**src/rtl/seg7_pkg.sv**
```systemverilog
// Shared 7-segment constants: hex-to-segment table and segment bus indexing.
// Latency: n/a (constants only).
// Backpressure: n/a.
//
// Segment bus order is {g,f,e,d,c,b,a}; bit SEG_MSB is segment g, bit 0 is segment a.
package seg7_pkg;

  // Index of the most significant segment bit (segment g).
  localparam int SEG_MSB = 6;

  // Active-high segment patterns; element [h] is the glyph for hex digit h.
  // The first listed entry is element [15] (F), the last is element [0] (0).
  localparam logic [15:0][SEG_MSB:0] HEX_SEG_TABLE = {
    7'h71, 7'h79, 7'h5E, 7'h39, 7'h7C, 7'h77, 7'h6F, 7'h7F,
    7'h07, 7'h7D, 7'h6D, 7'h66, 7'h4F, 7'h5B, 7'h06, 7'h3F
  };

endpackage

```
**src/rtl/seg7_hex_decoder.sv**
```systemverilog
// Hex nibble to active-high 7-segment pattern.
// Latency: combinational.
// Backpressure: none.
//
// Ports:
//   i_HEX  in   4  hex digit
//   o_SEG  out  7  segments {g,f,e,d,c,b,a}, 1 = lit
module seg7_hex_decoder
  import seg7_pkg::*;
(
  input  logic [3:0]       i_HEX,
  output logic [SEG_MSB:0] o_SEG
);

  assign o_SEG = HEX_SEG_TABLE[i_HEX];

endmodule

```
**src/rtl/seg7_mux_display.sv**
```systemverilog
// Time-multiplexed N-digit 7-segment driver with LZ blanking and per-frame value snapshot.
// Latency: outputs registered, 1 clock behind the scan counters.
// Backpressure: none; free-running scan, i_ENABLE only gates digit selects.
//
// Ports:
//   i_CLK, i_RST_N          clock, async active-low reset (release assumed synchronised upstream)
//   i_VALUE [4N-1:0]        packed hex digits, [3:0] = digit 0
//   i_DP    [N-1:0]         decimal point per digit, 1 = lit
//   i_ENABLE                0 = all digits off, counters keep running
//   o_SEG [6:0], o_DP       segments {g,f,e,d,c,b,a} and dp, polarity per SEG_ACTIVE_LOW
//   o_DIGIT [N-1:0]         one-hot digit select, polarity per DIG_ACTIVE_LOW
//   o_FRAME_DONE            1-clock pulse after the scan wraps back to digit 0
module seg7_mux_display
  import seg7_pkg::*;
#(
  parameter int NUM_DIGITS     = 4,
  parameter int CLKS_PER_DIGIT = 25000,
  parameter int BLANK_CLKS     = 250,
  parameter bit SEG_ACTIVE_LOW = 1'b1,
  parameter bit DIG_ACTIVE_LOW = 1'b1,
  parameter bit BLANK_LZ       = 1'b1
) (
  input  logic                    i_CLK,
  input  logic                    i_RST_N,
  input  logic [4*NUM_DIGITS-1:0] i_VALUE,
  input  logic [NUM_DIGITS-1:0]   i_DP,
  input  logic                    i_ENABLE,
  output logic [SEG_MSB:0]        o_SEG,
  output logic                    o_DP,
  output logic [NUM_DIGITS-1:0]   o_DIGIT,
  output logic                    o_FRAME_DONE
);

  localparam int PS_W  = $clog2(CLKS_PER_DIGIT);
  localparam int IDX_W = (NUM_DIGITS > 1) ? $clog2(NUM_DIGITS) : 1;

  localparam logic [PS_W-1:0]       PS_LAST  = PS_W'(CLKS_PER_DIGIT - 1);
  localparam logic [IDX_W-1:0]      IDX_LAST = IDX_W'(NUM_DIGITS - 1);
  localparam logic [SEG_MSB:0]      SEG_OFF  = {(SEG_MSB+1){SEG_ACTIVE_LOW}};
  localparam logic                  DP_OFF   = SEG_ACTIVE_LOW;
  localparam logic [NUM_DIGITS-1:0] DIG_OFF  = {NUM_DIGITS{DIG_ACTIVE_LOW}};

  logic [PS_W-1:0]         prescaler_q, prescaler_d;
  logic [IDX_W-1:0]        index_q, index_d;
  logic                    load_q, load_d;
  logic [4*NUM_DIGITS-1:0] shadow_val_q, shadow_val_d;
  logic [NUM_DIGITS-1:0]   shadow_dp_q, shadow_dp_d;
  logic [SEG_MSB:0]        seg_q, seg_d;
  logic                    dp_q, dp_d;
  logic [NUM_DIGITS-1:0]   digit_q, digit_d;
  logic                    frame_done_q, frame_done_d;

  logic                    slot_end, frame_wrap;
  logic                    above_zero;
  logic [NUM_DIGITS-1:0]   lz_blank;
  logic [3:0]              cur_nib;
  logic                    cur_dp, cur_blank;
  logic [NUM_DIGITS-1:0]   digit_hot;
  logic [SEG_MSB:0]        dec_seg, seg_hi;

  // Scan counters and shadow load. The shadow is only refreshed on the first clock
  // after reset or on the wrap to digit 0, so a frame never mixes two values.
  always_comb begin
    slot_end     = (prescaler_q == PS_LAST);
    frame_wrap   = slot_end && (index_q == IDX_LAST);
    prescaler_d  = slot_end ? '0 : prescaler_q + 1'b1;
    index_d      = index_q;
    if (slot_end) begin
      index_d = (index_q == IDX_LAST) ? '0 : index_q + 1'b1;
    end
    load_d       = 1'b0;
    shadow_val_d = shadow_val_q;
    shadow_dp_d  = shadow_dp_q;
    if (load_q || frame_wrap) begin
      shadow_val_d = i_VALUE;
      shadow_dp_d  = i_DP;
    end
  end

  // Leading-zero mask: walk down from the top digit while everything seen is zero.
  // Digit 0 is never blanked so a zero value still shows "0".
  always_comb begin
    lz_blank   = '0;
    above_zero = 1'b1;
    for (int k = NUM_DIGITS - 1; k >= 1; k--) begin
      above_zero  = above_zero && (shadow_val_q[4*k +: 4] == 4'h0);
      lz_blank[k] = BLANK_LZ && above_zero;
    end
  end

  // Current-digit selection, written as a compare loop so non-power-of-two
  // digit counts never index past the shadow.
  always_comb begin
    cur_nib   = 4'h0;
    cur_dp    = 1'b0;
    cur_blank = 1'b0;
    digit_hot = '0;
    for (int k = 0; k < NUM_DIGITS; k++) begin
      if (index_q == IDX_W'(k)) begin
        cur_nib      = shadow_val_q[4*k +: 4];
        cur_dp       = shadow_dp_q[k];
        cur_blank    = lz_blank[k];
        digit_hot[k] = 1'b1;
      end
    end
  end

  seg7_hex_decoder u_dec (
    .i_HEX (cur_nib),
    .o_SEG (dec_seg)
  );

  // Registered outputs; the first BLANK_CLKS clocks of each slot keep all digits
  // off so the previous digit's segments cannot ghost onto the new one.
  always_comb begin
    seg_hi       = cur_blank ? '0 : dec_seg;
    seg_d        = SEG_ACTIVE_LOW ? ~seg_hi : seg_hi;
    dp_d         = SEG_ACTIVE_LOW ? ~cur_dp : cur_dp;
    digit_d      = DIG_OFF;
    if (i_ENABLE && (int'(prescaler_q) >= BLANK_CLKS)) begin
      digit_d = DIG_ACTIVE_LOW ? ~digit_hot : digit_hot;
    end
    frame_done_d = frame_wrap;
  end

  always_ff @(posedge i_CLK or negedge i_RST_N) begin
    if (!i_RST_N) begin
      prescaler_q  <= '0;
      index_q      <= '0;
      load_q       <= 1'b1;
      shadow_val_q <= '0;
      shadow_dp_q  <= '0;
      seg_q        <= SEG_OFF;
      dp_q         <= DP_OFF;
      digit_q      <= DIG_OFF;
      frame_done_q <= 1'b0;
    end else begin
      prescaler_q  <= prescaler_d;
      index_q      <= index_d;
      load_q       <= load_d;
      shadow_val_q <= shadow_val_d;
      shadow_dp_q  <= shadow_dp_d;
      seg_q        <= seg_d;
      dp_q         <= dp_d;
      digit_q      <= digit_d;
      frame_done_q <= frame_done_d;
    end
  end

  assign o_SEG        = seg_q;
  assign o_DP         = dp_q;
  assign o_DIGIT      = digit_q;
  assign o_FRAME_DONE = frame_done_q;

endmodule

```
**config.mk**
```make
export PLATFORM = sky130hd
export DESIGN_NAME = seg7_mux_display
export DESIGN_NICKNAME = d
export VERILOG_FILES = /design/src/rtl/seg7_pkg.sv /design/src/rtl/seg7_hex_decoder.sv /design/src/rtl/seg7_mux_display.sv
export SDC_FILE = /design/constraint.sdc
export NUM_CORES = 1
export LEC_CHECK = 0
export CORE_UTILIZATION = 57
export DETAILED_ROUTE_END_ITERATION = 10
export HOLD_SLACK_MARGIN = 0.06
export PLACE_DENSITY = 0.83
export SKIP_LAST_GASP = 1
export SYNTH_ARGS = -nofsm -noshare
export SYNTH_HDL_FRONTEND = slang
export SYNTH_SLANG_ARGS = --single-unit
```
**constraint.sdc**
```tcl
create_clock -name i_CLK -period 6.2 [get_ports i_CLK]
set_clock_uncertainty 0.05 [all_clocks]
set_input_delay 1.24 -clock i_CLK [delete_from_list [all_inputs] [get_ports i_CLK]]
set_output_delay 1.24 -clock i_CLK [all_outputs]
set_load 0.01 [all_outputs]
```
==> run_results.csv <==
group,metric,value,unit
status,status,"completed",
timing,fmax,347.9,MHz
place,place_congestion,0.8536,
cells_and_area,nets,291,
logic_synthesis,synthFlopType,"dfrtp_1",
floorplan,die_area,0.004883,mm2
timing,finalWorstSetupSlack,3.326,ns
clocking,cts_buffers,5,
timing,timing.setup.tns,0,ns
power,power.density,232.7,mW/mm2
logic_synthesis,synthMuxAreaShare,13.39,%
power,combPwrFrac,14.9,%
timing,rsz0062_at_grt,"false",
timing,fin_crit_sh,46.36,%
timing,setup_viol,0,
logic_synthesis,synth_cell_types,50,
worst_setup_path,critPathMaxFanout,12,
worst_setup_path,critical-path-top-delay-family,"compound AO/OA/AOI/OAI gates",
routing,drtIter0Drc,137,
logic_synthesis,synthXorXnorAreaFrac,3.001,%
routing,firstDrtPassIters,4,
floorplan,io_pins,36,
power,clkPwrFrac,33.4,%
routing,routed_via_density,5.893,
floorplan,core_area,0.004384,mm2
timing,relSlewSlack,27.01,%
worst_setup_path,worst_path_max_delay_cell,"a221oi_1",
power,p_switching,0.1686,mW
place,io_buffers,35,
global_routing,grt.overflow.total,0,
worst_setup_path,cp_slowest_stage_delay,0.72,ns
flow_run,maxCapViolations,0,
logic_synthesis,seq_area_frac_synth,49.21,%
global_routing,grt_use_total,22.66,%
timing,hold_violations,0,
worst_setup_path,crit_required,6.38,ns
logic_synthesis,synth-async-reset-ratio,100.0,%
floorplan,start_util,59.90,%
place,postPlaceCellArea,0.002993,mm2
worst_setup_path,critical_path_buf_inv_count,2,
cells_and_area,antennaDiodeCount,0,
clocking,holdBufCountCts,0,
floorplan,die_h,69.88,um
timing,worst_pin_slew,1.095,ns
clocking,cts_resized,0,
floorplan,num_rows,24,
routing,wl_per_cell,16.86,um
logic_synthesis,synth_edf_count,0,
floorplan,die_x,69.88,um
cells_and_area,final_cell_mix,"38 x dfrtp_1, 34 x clkdlybuf4s50_1, 20 x mux2_4",
logic_synthesis,synth_seq_cells,51,
place,dpl.hpwl,3.647,mm
clocking,cts_buffer_depth,2,
worst_setup_path,endpoint_kind,"flip-flop",
worst_setup_path,start_kind,"flip-flop",
timing,min_period,2.874,ns
clocking,root_buffer,"clkbuf_8",
routing,drt-total-wl,5.211,mm
clocking,clk_pin_slew,0.09,ns
cells_and_area,syn_to_final_growth,18.58,%
cells_and_area,layout-drive-gt1-share,19.84,%
power,ir_drop,152.0,uV
clocking,clock_latency,0.31,ns
logic_synthesis,synth_top_family_by_area,"simple AND/OR/NAND/NOR gates",
worst_setup_path,path_cells,"inv_1 -> ha_1 -> a211oi_1 -> a221oi_1 -> inv_1 -> ha_1 -> mux2_2 -> o211ai_1",
power,swShare,23.27,%
power,internal-power,0.5560,mW
timing,slew_viol_final,0,
global_routing,grt_pass1_wl,8.645,mm
logic_synthesis,netlist_instances,222,
place,place_ws,3.389,ns
logic_synthesis,syn_area,0.002626,mm2
logic_synthesis,yosysWarnings,0,
logic_synthesis,synth_area_per_cell,11.83,um2
routing,drc,0,
routing,ant_nets,0,
power,seqPwrFrac,51.7,%
power,p_leak,1.329,nW
clocking,cts_tree,"yes",
global_routing,grt_pass1_vias,1799,
logic_synthesis,yosys.area_share.adder,5.717,%
global_routing,grt_start_max_net_pins,52,
hold_path,holdCritPathClass,"reg -> reg",
logic_synthesis,synth_nets,257,
cells_and_area,layout_commonest_cell,"dfrtp_1",
worst_setup_path,worstPathArrival,3.06,ns
clocking,post-cts-setup-buffers,0,
worst_setup_path,crit_type,"reg -> reg",
routing,vias,1821,
clocking,clock-sinks,51,
logic_synthesis,synth_compound_area_share,9.957,%
global_routing,antenna_found_initial,0,
clocking,h-tree-depth,2,
cells_and_area,postLayoutCellArea,0.003114,mm2
logic_synthesis,synthSimpleGateAreaFrac,15.48,%
[cell usage after synthesis, drive strengths merged, types with 5 or more instances]
master / instances / area share [%]
dfrtp: 38 / 36
mux2: 21 / 12
nand2: 17 / 2.4
dfstp: 13 / 13
ha: 12 / 5.7
nand3: 9 / 1.7
nor2: 9 / 1.3
a21oi: 8 / 1.7
inv: 8 / 1.1
nor3: 6 / 1.1
o21ai: 6 / 1.1
xor2: 6 / 2.0
clkbuf: 5 / 0.71
or4: 5 / 1.6
[power groups by stage]
stage | Sequential [mW] | Combinational [mW] | Clock, mW
5_1_grt | 0.377 | 0.117 | 0.257
3_5_place_dp | 0.381 | 0.107 | 0
4_1_cts | 0.375 | 0.108 | 0.246
6_report | 0.375 | 0.108 | 0.242
2_1_floorplan | 0.381 | 0.0569 | 0
3_3_place_gp | 0.380 | 0.104 | 0
[state kept, by name, summed over array words and instances, names as in the netlist]
signal / count
index_q: 2
load_q: 1
o_DIGIT: 4
o_DP: 1
o_FRAME_DONE: 1
o_SEG: 7
prescaler_q: 15
shadow_dp_q: 4
shadow_val_q: 16
[through the flow]
step                      utilization (%)  std cells  power (mW)  hold slack (ns)
final                               71.03        309      0.7247           0.3906
after global routing                71.03        309      0.7507           0.4042
after global placement              68.26        301      0.4841           0.3841
after floorplan                         -        222      0.4376           0.3392
after CTS                           71.03        309      0.7290           0.3936
after detailed placement            68.26        301      0.4877           0.3767
[cells by family (layout without fill, tap and decap cells)]
kind of cell | Yosys count | after routing
flip-flops | 51 | 51
multiplexers | 25 | 25
AO/OA/AOI/OAI | 36 | 36
XOR/XNOR | 9 | 9
adder cells (fa/ha/maj) | 12 | 12
AND/OR/NAND/NOR | 71 | 71
other | 1 | 1
buffers and inverters | 17 | 52
[area by class of cell]
cell class / count / area (um2)
sequential: 51 / 1292
fill: 331 / 1270
multi-input combinational: 154 / 1252
timing repair buffer: 36 / 352.8
inverter: 8 / 30.03
clock buffer: 6 / 82.58
tap: 52 / 65.06
clock inverter: 2 / 38.79
[final timing paths]
check	start	end	slack [ns]	depth (start not counted)
worst max-delay path	index_q[1]	o_SEG[1]	3.33	8
worst min-delay path	shadow_dp_q[3]	o_DP	0.39	1
worst max register to register	index_q[1]	o_SEG[1]	3.33	8
worst min register to register	shadow_dp_q[3]	o_DP	0.39	1
max in group asynchronous	i_RST_N	prescaler_q[13]	4.35	1
min in group asynchronous	i_RST_N	shadow_dp_q[3]	1.09	1
[routing by layer]
layer / GRT usage (%) / part of all wire (%)
met3: 4.618 / 3.1
met5: 0 / 0
met4: 6.000 / 1.0
met2: 38.57 / 50
met1: 29.61 / 46
No activity file was read; power rests on OpenSTA's default activity.
